### config.mk
export PLATFORM = sky130hd
export DESIGN_NAME = add_serial_seq_flat
export DESIGN_NICKNAME = d
export VERILOG_FILES = /design/src/rtl/add_serial_pkg.sv /design/src/rtl/add_serial_seq_if.sv /design/src/rtl/add_serial_seq_fifo.sv /design/src/rtl/add_serial_seq.sv /design/src/flat_wrapper.sv
export SDC_FILE = /design/constraint.sdc
export NUM_CORES = 1
export LEC_CHECK = 0
export CAP_MARGIN = 20
export CORE_MARGIN = 2
export CORE_UTILIZATION = 42
export CTS_BUF_LIST = sky130_fd_sc_hd__clkbuf_16
export DETAILED_ROUTE_END_ITERATION = 16
export PLACE_DENSITY = 0.84
export SYNTH_ARGS = -nofsm -noshare
export SYNTH_HDL_FRONTEND = slang
export SYNTH_SLANG_ARGS = --single-unit
### constraint.sdc
create_clock -name clk -period 1.8 [get_ports clk]
set_input_delay 0.36 -clock clk [delete_from_list [all_inputs] [get_ports clk]]
set_output_delay 0.36 -clock clk [all_outputs]
set_load 0.03 [all_outputs]
### src/rtl/add_serial_pkg.sv
// Shared types and constants for the bit-serial adder and its front-end sequencer.
package add_serial_pkg;

  localparam int ADD_W           = 8;
  localparam int ADD_LAT_DEFAULT = 9;

  typedef enum logic [2:0] {
    S_IDLE    = 3'd0,
    S_START   = 3'd1,
    S_WAIT    = 3'd2,
    S_CAPTURE = 3'd3,
    S_RELEASE = 3'd4
  } seq_state_t;

endpackage

### src/rtl/add_serial_seq_if.sv
// Bundle of the operand stream, adder pins, result stream and debug taps of add_serial_seq.
interface add_serial_seq_if;
  import add_serial_pkg::*;

  // Both streams use strict valid/ready: a beat transfers on a rising clk edge
  // where valid && ready; the source holds valid and data stable until then,
  // and valid never depends combinationally on ready.
  logic             in_valid;
  logic             in_ready;
  logic [ADD_W-1:0] in_a;
  logic [ADD_W-1:0] in_b;

  logic [ADD_W-1:0] add_a;
  logic [ADD_W-1:0] add_b;
  logic             add_en;
  logic [ADD_W-1:0] add_out;

  logic             res_valid;
  logic             res_ready;
  logic [ADD_W-1:0] res_sum;

  logic             busy;
  seq_state_t       state_dbg;
  logic [7:0]       fifo_level;

  modport master (
    input  in_valid, in_a, in_b, add_out, res_ready,
    output in_ready, add_a, add_b, add_en, res_valid, res_sum, busy,
           state_dbg, fifo_level
  );

  modport slave (
    output in_valid, in_a, in_b, add_out, res_ready,
    input  in_ready, add_a, add_b, add_en, res_valid, res_sum, busy,
           state_dbg, fifo_level
  );

endinterface

### src/rtl/add_serial_seq_fifo.sv
// Operand-pair FIFO; full is registered so the upstream ready is a flop output.
module add_serial_seq_fifo #(
  parameter int DEPTH = 2,
  parameter int W     = 16,
  parameter int AW    = $clog2(DEPTH)
) (
  input  logic         clk,
  input  logic         rst,
  input  logic         push,
  input  logic         pop,
  input  logic [W-1:0] wdata,
  output logic [W-1:0] rdata,
  output logic         full,
  output logic         empty,
  output logic [AW:0]  count
);

  logic [W-1:0]  mem [DEPTH];
  logic [AW-1:0] wptr;
  logic [AW-1:0] rptr;
  logic [AW:0]   count_q;
  logic [AW:0]   count_next;
  logic          full_q;
  logic          do_push;
  logic          do_pop;

  // A push offered while full is dropped, so stored data is never overwritten.
  assign do_push    = push && !full_q;
  assign do_pop     = pop && (count_q != '0);
  assign count_next = count_q + (AW+1)'(do_push) - (AW+1)'(do_pop);

  always_ff @(posedge clk or negedge rst) begin
    if (!rst) begin
      wptr    <= '0;
      rptr    <= '0;
      count_q <= '0;
      full_q  <= 1'b0;
    end else begin
      if (do_push) wptr <= wptr + AW'(1);
      if (do_pop)  rptr <= rptr + AW'(1);
      count_q <= count_next;
      full_q  <= (count_next == (AW+1)'(DEPTH));
    end
  end

  always_ff @(posedge clk) begin
    if (do_push) mem[wptr] <= wdata;
  end

  assign rdata = mem[rptr];
  assign full  = full_q;
  assign empty = (count_q == '0);
  assign count = count_q;

endmodule

### src/rtl/add_serial_seq.sv
// Sequencer in front of add_serial: buffers operand pairs, pulses the adder start/release,
// waits out the serial latency and holds the captured sum on a valid/ready result port.
module add_serial_seq
  import add_serial_pkg::*;
#(
  parameter int DEPTH   = 2,
  parameter int ADD_LAT = ADD_LAT_DEFAULT
) (
  input logic              clk,
  input logic              rst,
  add_serial_seq_if.master bus
);

  localparam int AW = $clog2(DEPTH);
  localparam int TW = $clog2(ADD_LAT);
  // START and the timer==0 WAIT cycle account for the two cycles not counted down.
  localparam logic [TW-1:0] TIMER_LOAD = TW'(ADD_LAT - 2);

  seq_state_t         state;
  seq_state_t         state_next;
  logic [TW-1:0]      timer;
  logic               res_valid_q;
  logic [ADD_W-1:0]   res_sum_q;

  logic [2*ADD_W-1:0] fifo_rdata;
  logic               fifo_full;
  logic               fifo_empty;
  logic [AW:0]        fifo_count;
  logic               fifo_pop;

  logic               add_en;
  logic [ADD_W-1:0]   add_a;
  logic [ADD_W-1:0]   add_b;
  logic               res_hs;

  add_serial_seq_fifo #(
    .DEPTH (DEPTH),
    .W     (2*ADD_W)
  ) u_fifo (
    .clk   (clk),
    .rst   (rst),
    .push  (bus.in_valid),
    .pop   (fifo_pop),
    .wdata ({bus.in_a, bus.in_b}),
    .rdata (fifo_rdata),
    .full  (fifo_full),
    .empty (fifo_empty),
    .count (fifo_count)
  );

  assign res_hs = res_valid_q && bus.res_ready;

  always_comb begin
    state_next = state;
    add_en     = 1'b0;
    add_a      = '0;
    add_b      = '0;
    fifo_pop   = 1'b0;
    case (state)
      S_IDLE: begin
        // A result being accepted this cycle frees the output register in time.
        if (!fifo_empty && (!res_valid_q || res_hs)) state_next = S_START;
      end
      S_START: begin
        add_en     = 1'b1;
        add_a      = fifo_rdata[2*ADD_W-1:ADD_W];
        add_b      = fifo_rdata[ADD_W-1:0];
        fifo_pop   = 1'b1;
        state_next = S_WAIT;
      end
      S_WAIT: begin
        if (timer == '0) state_next = S_CAPTURE;
      end
      S_CAPTURE: state_next = S_RELEASE;
      S_RELEASE: begin
        add_en     = 1'b1;
        state_next = S_IDLE;
      end
      default: state_next = S_IDLE;
    endcase
  end

  always_ff @(posedge clk or negedge rst) begin
    if (!rst) begin
      state       <= S_IDLE;
      timer       <= '0;
      res_valid_q <= 1'b0;
      res_sum_q   <= '0;
    end else begin
      state <= state_next;
      if (state == S_START) begin
        timer <= TIMER_LOAD;
      end else if (state == S_WAIT && timer != '0) begin
        timer <= timer - TW'(1);
      end
      if (state == S_CAPTURE) begin
        res_sum_q   <= bus.add_out;
        res_valid_q <= 1'b1;
      end else if (res_hs) begin
        res_valid_q <= 1'b0;
      end
    end
  end

  assign bus.in_ready   = !fifo_full;
  assign bus.add_en     = add_en;
  assign bus.add_a      = add_a;
  assign bus.add_b      = add_b;
  assign bus.res_valid  = res_valid_q;
  assign bus.res_sum    = res_sum_q;
  assign bus.busy       = (state != S_IDLE);
  assign bus.state_dbg  = state;
  assign bus.fifo_level = 8'(fifo_count);

endmodule
### src/flat_wrapper.sv
// flat-port wrapper written by rule: the top's interface ports become plain ports
module add_serial_seq_flat import add_serial_pkg::*;
#(
  parameter int DEPTH   = 2,
  parameter int ADD_LAT = ADD_LAT_DEFAULT
)
  (clk, rst, bus_in_valid, bus_in_a, bus_in_b, bus_add_out, bus_res_ready, bus_in_ready, bus_add_a, bus_add_b, bus_add_en, bus_res_valid, bus_res_sum, bus_busy, bus_state_dbg, bus_fifo_level);
  add_serial_seq_if bus_i ();
  input logic clk;
  input logic rst;
  input wire logic [$bits(bus_i.in_valid)-1:0] bus_in_valid;
  input wire logic [$bits(bus_i.in_a)-1:0] bus_in_a;
  input wire logic [$bits(bus_i.in_b)-1:0] bus_in_b;
  input wire logic [$bits(bus_i.add_out)-1:0] bus_add_out;
  input wire logic [$bits(bus_i.res_ready)-1:0] bus_res_ready;
  output wire logic [$bits(bus_i.in_ready)-1:0] bus_in_ready;
  output wire logic [$bits(bus_i.add_a)-1:0] bus_add_a;
  output wire logic [$bits(bus_i.add_b)-1:0] bus_add_b;
  output wire logic [$bits(bus_i.add_en)-1:0] bus_add_en;
  output wire logic [$bits(bus_i.res_valid)-1:0] bus_res_valid;
  output wire logic [$bits(bus_i.res_sum)-1:0] bus_res_sum;
  output wire logic [$bits(bus_i.busy)-1:0] bus_busy;
  output wire logic [$bits(bus_i.state_dbg)-1:0] bus_state_dbg;
  output wire logic [$bits(bus_i.fifo_level)-1:0] bus_fifo_level;
  assign bus_i.in_valid = bus_in_valid;
  assign bus_i.in_a = bus_in_a;
  assign bus_i.in_b = bus_in_b;
  assign bus_i.add_out = bus_add_out;
  assign bus_i.res_ready = bus_res_ready;
  assign bus_in_ready = bus_i.in_ready;
  assign bus_add_a = bus_i.add_a;
  assign bus_add_b = bus_i.add_b;
  assign bus_add_en = bus_i.add_en;
  assign bus_res_valid = bus_i.res_valid;
  assign bus_res_sum = bus_i.res_sum;
  assign bus_busy = bus_i.busy;
  assign bus_state_dbg = bus_i.state_dbg;
  assign bus_fifo_level = bus_i.fifo_level;
  add_serial_seq #(.DEPTH(DEPTH), .ADD_LAT(ADD_LAT)) u_core (.clk(clk), .rst(rst), .bus(bus_i));
endmodule
# Yosys cells after proc, flatten, opt, wreduce, memory -nomap -nowiden
# Memory sizes are Yosys's and may differ from the RTL's.
# Cells that the tools add are included.
# totals
register_bits	21
ram_bits	32
in_bits	28
output_inout_bits	39
elab_cells	53
memories	1
# op_classes
add_sub_neg	5
eq_ne	7
n_mux	13
n_reduce_logical	19
# mem_list
memory	words	width	read_ports	rd_ports_with_merged_regs	wr	line_no	rtl
u_core.u_fifo.mem	2	16	1	0	1	add_serial_seq_fifo.sv:18	logic [W-1:0] mem [DEPTH];
# op_table
cell	count
$mux W8	2
$pmux W3 S4	1
$mux W4	2
$eq A3 B2 Y1 const B	2
$mux W1	6
$mux W3	2
$reduce_bool A2 Y1	3
$logic_and A1 B1 Y1	5
$logic_not A4 Y1	1
$ne A2 B1 Y1 const B	2
$reduce_bool A4 Y1	1
$sub A4 B1 Y4 const B	1
$eq A3 B1 Y1 const B	1
$eq A3 B3 Y1 const B	1
$logic_not A1 Y1	3
$logic_not A3 Y1	1
$reduce_bool A3 Y1	1
$add A1 B1 Y1 const B	2
$add A2 B1 Y2	1
$eq A2 B2 Y1 const B	1
$logic_not A2 Y1	1
$reduce_and A2 Y1	1
$reduce_or A2 Y1	1
$sub A2 B1 Y2	1
$logic_or A1 B1 Y1	1

# Logic depth before layout (Yosys ltp)
# Gate-level depths: netlist (run 1).
# logic_depth
depth_word	5
ltp_mapped	9
mapped_depth_nobuf	8

# Modules after synthesis
# Synthesis (run 1) repeated with hierarchy kept, for this count alone.
# hier_totals
hier_cells	161
hier_area_um2	2413.6
# modules_own_cells
module	n_inst	cells_per_inst	area_each_um2	seq_area_each_um2
add_serial_seq_fifo	1	71	1445.1	1086.0
add_serial_seq	1	90	968.4	400.4

# Worst setup path after synthesis (run 1)
# OpenSTA, ideal clock, no wires.
# synth_timing
path_kind	register to register
start	register u_core.state[0], in the netlist u_core.bus.state_dbg[0]
end	register u_core.u_fifo.full_q, in the netlist u_core.u_fifo.full
arrival_ns	2.036
t_required_ns	1.727
slack_ns	-0.308
path_stages_with_launch	10
n_path_buf	1
period_less_slack_ns	2.108
path_cell_list	dfrtp_1 -> buf_4 -> or3b_4 -> nor2_2 -> ha_1 -> inv_1 -> ha_1 -> xnor2_1 -> xnor2_1 -> nor2b_1
# synth_between
elab_chain_len	5
# synth_rtl
element	line_no	rtl
from (decl)	add_serial_seq.sv:19	seq_state_t state;
from (signal assigned)	add_serial_seq.sv:90	state <= state_next;
$eq A3 B1 Y1	add_serial_seq.sv:59	case (state)
$mux W1	add_serial_seq.sv:59	
$logic_and A1 B1 Y1	add_serial_seq_fifo.sv:29	assign do_pop = pop && (count_q != '0);
net u_core.u_fifo.do_pop	add_serial_seq_fifo.sv:25	logic do_pop;
$sub A2 B1 Y2	add_serial_seq_fifo.sv:30	assign count_next = count_q + (AW+1)'(do_push) - (AW+1)'(do_pop);
net u_core.u_fifo.count_next[1]	add_serial_seq_fifo.sv:22	logic [AW:0] count_next;
$eq A2 B2 Y1	add_serial_seq_fifo.sv:42	full_q <= (count_next == (AW+1)'(DEPTH));
to (signal assigned)	add_serial_seq_fifo.sv:42	
to (decl)	add_serial_seq_fifo.sv:23	logic full_q;
# The timed path passes the listed nets, and every way through them passes these cells.
# A chain may end at the register's enable or synchronous reset.

# Final worst setup path (run 1)
# layout_timing
start	register u_core.state[1], in the netlist u_core.bus.state_dbg[1]
end	output port bus_add_a[5]
# layout_between
elab_chain_len	2
# layout_rtl
element	line_no	rtl
$eq A3 B1 Y1	add_serial_seq.sv:59	
$mux W8	add_serial_seq.sv:59	
to (decl)	flat_wrapper.sv:17	output wire logic [$bits(bus_i.add_a)-1:0] bus_add_a;
# Every way passes these cells.

==> reports/results.txt, run 1 <==
In this run the critical register-to-register path is captured at u_core.u_fifo.full. The maximum resistive drop on vdd came out at 1.27 mV. The fraction of registers with async set/reset is 39.6%, and the relative contribution of combinational cells to total power is 54.5%. Dividing total power by cell area gives a power density of 1830 nW/um^2. Detailed routing inserted a total of 1441 vias. In this run the count of I/O pins placed on the die edge is 67. The H-tree was split into 2 levels.

The clock group share of total power was 14.8%; the adder-cell share of the synthesized area was 1.63%. The post-synthesis share of cell area spent on and, or, nand and nor gates came out at 11.5%. The flip-flop and latch count after synthesis was 53; the number of DRC violations after detailed-routing iteration 0 was 33. Setup repair after global routing could not meet its margin everywhere. The tools report the final-layout setup total negative slack as -2.09 ns. Final-report hold violation count: 0. For the final routed DRC violation total, the log shows 0.

Max-cap violations in this run came to 0. The tools report the initial antenna violation count as 0. The transition time at the pin with the least slew margin was 0.519 ns. Dividing the synthesized area by the synthesized cell count gives 14.7 sq um. The static leakage is 0.00138 uW. After clock tree synthesis, the clock-pin slew on the worst setup and hold paths is 0.07 ns. By startpoint and endpoint, the worst setup path is classified as register to output port. For the share of power burned in registers, the log shows 30.6%. The fraction of synthesized cell area in xor and xnor cells works out to 2.28%. The highest clock frequency the design can meet is 517 MHz, and the die outline width is 78.2 um. The tools report the signal arrival time at the worst endpoint as 1.57 ns.

The most critical setup path has its startpoint at u_core.bus.state_dbg[1]. The logs give 1490 sq um for the area used by sequential logic in the layout and 4 for the total iterations of the first detailed-routing run. The run gives 157 as the synthesized netlist cell count.

The number of inserted filler cells in the final layout was 372. For the area of combinational cells with multiple inputs, the log shows 788 sq um. After synthesis, the largest family of logic cells by area is multiplexers. The remaining antenna violation count was 0. The final layout contains 268 nets. After global routing the overflow that remains totals 0. For this configuration, the core starts out at a cell density of 44.4%.

Net switching is 38.8% of the power. The tools report the type of destination of the critical path as an output port. In the routed layout, each cell is associated on average with a via count of 4.68. Port buffering added 60 buffers. Of all nets on the critical path, the largest fanout is 8. The reg2reg setup slack was -0.12 ns. Cells fill 64.9% of the core in the end.

CTS placed an instance of sky130_fd_sc_hd__clkbuf_16 at the clock tree root. The floorplan has 26 rows. The checks that failed: setup timing. The die covers 6110 sq um. TritonCTS built the clock tree. Across the routed clock network, the largest skew measured is 0.00832 ns. The Yosys step of the flow raised 0 warnings. Counting the buffers created by CTS gives 5. The run gives 5200 sq um as the core footprint. At the later pin of the worst-skew pair, clock insertion delay measures 0.29 ns. The largest net degree at the start of global routing was 22. The repair_antennas step left the layout with diodes totalling 0. The main flop type after synthesis is sky130_fd_sc_hd__edfxtp_1. Relative to the synthesized area, the layout overhead comes to 46.2%.

The ratio of cells with drive above 1 in the final layout is 35.3%. The final critical delay including setup and external delays is 1.93 ns, and the number of setup violations in the final report is 18. The clock passes through at most 2 buffers.

In this run the cell area of the synthesized design comes to 2310 sq um. Summed over all layers, the routed wires come to 4340 um. Measured against its own limit, the worst slew margin works out to 64.8%.

The tools report the final setup slack of the worst path as -0.135 ns. The worst register-to-register path has a depth of 8. The mux contribution to synthesized area was 12.2%.

The ratio of final minimum period to clock period works out to 107%. Share of the synthesized area in compound gates (AO/OA/AOI/OAI): 1.95%. The number of unique standard cell types used by synthesis is 28.

Across every metal layer, demand over resource in global routing totals 14.5%. At the worst endpoint, the required time is 1.44 ns. Routability-driven placement finished with a final weighted congestion of 0.838. The post-detailed-route wirelength per cell was 14.1 um; the net load switching power was 2400 uW. Half-perimeter wire length of the detailed placement result: 2780 um.

The number of hold-repair buffers added at the cts stage came out at 0. The tools report the number of global-route vias before repair as 1468. The worst hold path belongs to the class input port to asynchronous set/reset pin. The worst setup path is launched from a register. In this run, synthesis inferred 32 flip-flops with an integrated enable.

The worst setup path endpoint is bus_add_a[5]. The height of the chip came out at 78.2 um. The run finished, with violations left. The run gives 0 as the number of max-slew violations in the final report. The tools report the worst flop-to-flop path startpoint as u_core.bus.state_dbg[1].

The first-pass GRT wire length is 6820 um, and the sequential area share after synthesis is 64.4%. Internal power comes to 3780 uW. For the total clock sinks, the log shows 53.
[critical path, cell delays in order, from the launching register on]
cell and delay (ns):
sky130_fd_sc_hd__dfrtp_2 0.41, sky130_fd_sc_hd__or3b_4 0.46, sky130_fd_sc_hd__clkbuf_16 0.20, sky130_fd_sc_hd__nor2_4 0.09, sky130_fd_sc_hd__buf_6 0.13
[cells in the final DEF (no fill, tap or decap)]
cell,netlist,routed
sky130_fd_sc_hd__conb_1,1,6
sky130_fd_sc_hd__dlygate4sd2_1,0,4
sky130_fd_sc_hd__o21ai_0,4,4
sky130_fd_sc_hd__or3b_4,1,1
sky130_fd_sc_hd__mux2i_1,17,17
sky130_fd_sc_hd__nor3_1,1,1
sky130_fd_sc_hd__clkinv_2,0,1
sky130_fd_sc_hd__xnor2_2,0,1
sky130_fd_sc_hd__nor2b_1,3,3
sky130_fd_sc_hd__dlymetal6s2s_1,0,1
sky130_fd_sc_hd__or3b_2,1,1
sky130_fd_sc_hd__buf_12,1,3
sky130_fd_sc_hd__nor4_1,1,1
sky130_fd_sc_hd__inv_1,7,7
sky130_fd_sc_hd__ha_4,0,2
sky130_fd_sc_hd__nand2b_1,1,1
sky130_fd_sc_hd__dfrtp_1,21,18
sky130_fd_sc_hd__and3_1,2,2
sky130_fd_sc_hd__ha_1,3,1
sky130_fd_sc_hd__buf_4,7,16
sky130_fd_sc_hd__inv_6,0,1
sky130_fd_sc_hd__clkbuf_16,0,7
sky130_fd_sc_hd__inv_4,0,1
sky130_fd_sc_hd__nand2_1,7,7
sky130_fd_sc_hd__xor2_1,1,1
sky130_fd_sc_hd__dfrtp_2,0,3
sky130_fd_sc_hd__nor2_4,10,17
sky130_fd_sc_hd__nor2_1,12,6
sky130_fd_sc_hd__mux2_2,10,10
sky130_fd_sc_hd__clkdlybuf4s50_1,0,37
sky130_fd_sc_hd__o311ai_2,1,1
sky130_fd_sc_hd__xnor2_1,5,4
sky130_fd_sc_hd__buf_2,3,2
sky130_fd_sc_hd__nand2_2,1,1
sky130_fd_sc_hd__o311ai_1,1,1
sky130_fd_sc_hd__buf_6,2,16
sky130_fd_sc_hd__edfxtp_1,32,32
[layout make-up]
class / instances / share of cell area [%]
tap: 70 / 2.59
inverter: 7 / 0.852
sequential: 53 / 44.1
clock buffer: 5 / 3.71
timing repair buffer: 81 / 24.8
clock inverter: 3 / 0.519
multi-input combinational: 89 / 23.4
[worst min path at each step]
| stage | end | slack [ns] | startpoint |
|---|---|---|---|
| floorplan | u_core.bus.res_sum[0] | 0.06 | rst |
| global placement | u_core.u_fifo.wptr | 0.48 | u_core.u_fifo.wptr |
| detailed placement | u_core.u_fifo.wptr | 0.49 | u_core.u_fifo.wptr |
| CTS | u_core.u_fifo.rptr | 0.43 | rst |
| global route | u_core.bus.res_sum[3] | 0.46 | rst |
| finish | u_core.u_fifo.rptr | 0.43 | rst |
[sequential cells by signal (all words and copies together) (netlist names)]
name                  flops
u_core.bus.res_sum        8
u_core.bus.res_valid      1
u_core.bus.state_dbg      3
u_core.timer              4
u_core.u_fifo.count       2
u_core.u_fifo.full        1
u_core.u_fifo.mem        32
u_core.u_fifo.rptr        1
u_core.u_fifo.wptr        1
[repair_timing]
| action | in CTS | in global routing |
|---|---|---|
| buffers inserted | 2 | 4 |
| setup endpoints to repair | 23 | 21 |
| cloned | 0 | 2 |
| gates resized for setup | 34 | 6 |
| pin swaps | 0 | 9 |
[logic make-up after synthesis]
kind of cell,Yosys count
and+or+nand+nor,41
other,1
AOI/OAI and AO/OA,6
xor gates and xnor gates,6
adders and majority gates,3
DFF,53
buffers and inverters,20
muxes,27
[cells in the mapped netlist, types with 2 or more instances]
cell type | n | area [sq um]
sky130_fd_sc_hd__nor2_4 | 10 | 113
sky130_fd_sc_hd__edfxtp_1 | 32 | 961
sky130_fd_sc_hd__mux2_2 | 10 | 113
sky130_fd_sc_hd__buf_6 | 2 | 22.5
sky130_fd_sc_hd__buf_4 | 7 | 52.6
sky130_fd_sc_hd__inv_1 | 7 | 26.3
sky130_fd_sc_hd__dfrtp_1 | 21 | 526
sky130_fd_sc_hd__and3_1 | 2 | 12.5
sky130_fd_sc_hd__xnor2_1 | 5 | 43.8
sky130_fd_sc_hd__ha_1 | 3 | 37.5
sky130_fd_sc_hd__nand2_1 | 7 | 26.3
sky130_fd_sc_hd__nor2_1 | 12 | 45.0
sky130_fd_sc_hd__o21ai_0 | 4 | 20.0
sky130_fd_sc_hd__nor2b_1 | 3 | 18.8
sky130_fd_sc_hd__mux2i_1 | 17 | 170
sky130_fd_sc_hd__buf_2 | 3 | 15.0
[power by group through the flow]
stage                     Clock, uW  Combinational [uW]  Sequential (uW)
after floorplan                   0                1730             2190
after global placement            0                2930             1890
after detailed placement          0                2970             1910
after CTS                       940                3200             1900
after global routing            979                3590             1930
final                           915                3370             1890
[per-stage QoR]
step                      setup WS, ns  total power [uW]  cells  hold slack (ns)  area [sq um]
final                           -0.135              6170    308            0.425          3380
after global routing            -0.179              6490    308            0.463          3380
after CTS                       -0.150              6030    302            0.434          3300
after detailed placement        -0.165              4880    292            0.486          3040
after global placement         -0.0909              4820    292            0.484          3040
after floorplan                 -0.201              3920    162           0.0644          2390
[metal layers]
layer / track usage [%] / up-vias / part of all wire (%)
li1: - / 687 / -
met1: 16.2 / 715 / 39
met2: 26.3 / 35 / 56
met3: 4.02 / 4 / 3.5
met4: 5.26 / 0 / 1.5
met5: 0 / - / 0
Power figures use the tool's default switching activity.
==> run 2: changes to the inputs <==
- ABC_CLOCK_PERIOD_IN_PS: default -> 1800
- GPL_ROUTABILITY_DRIVEN: default -> 1
==> results of run 2 <==
Same layout as run 1: the final DEF is identical, and so are final timing and power.
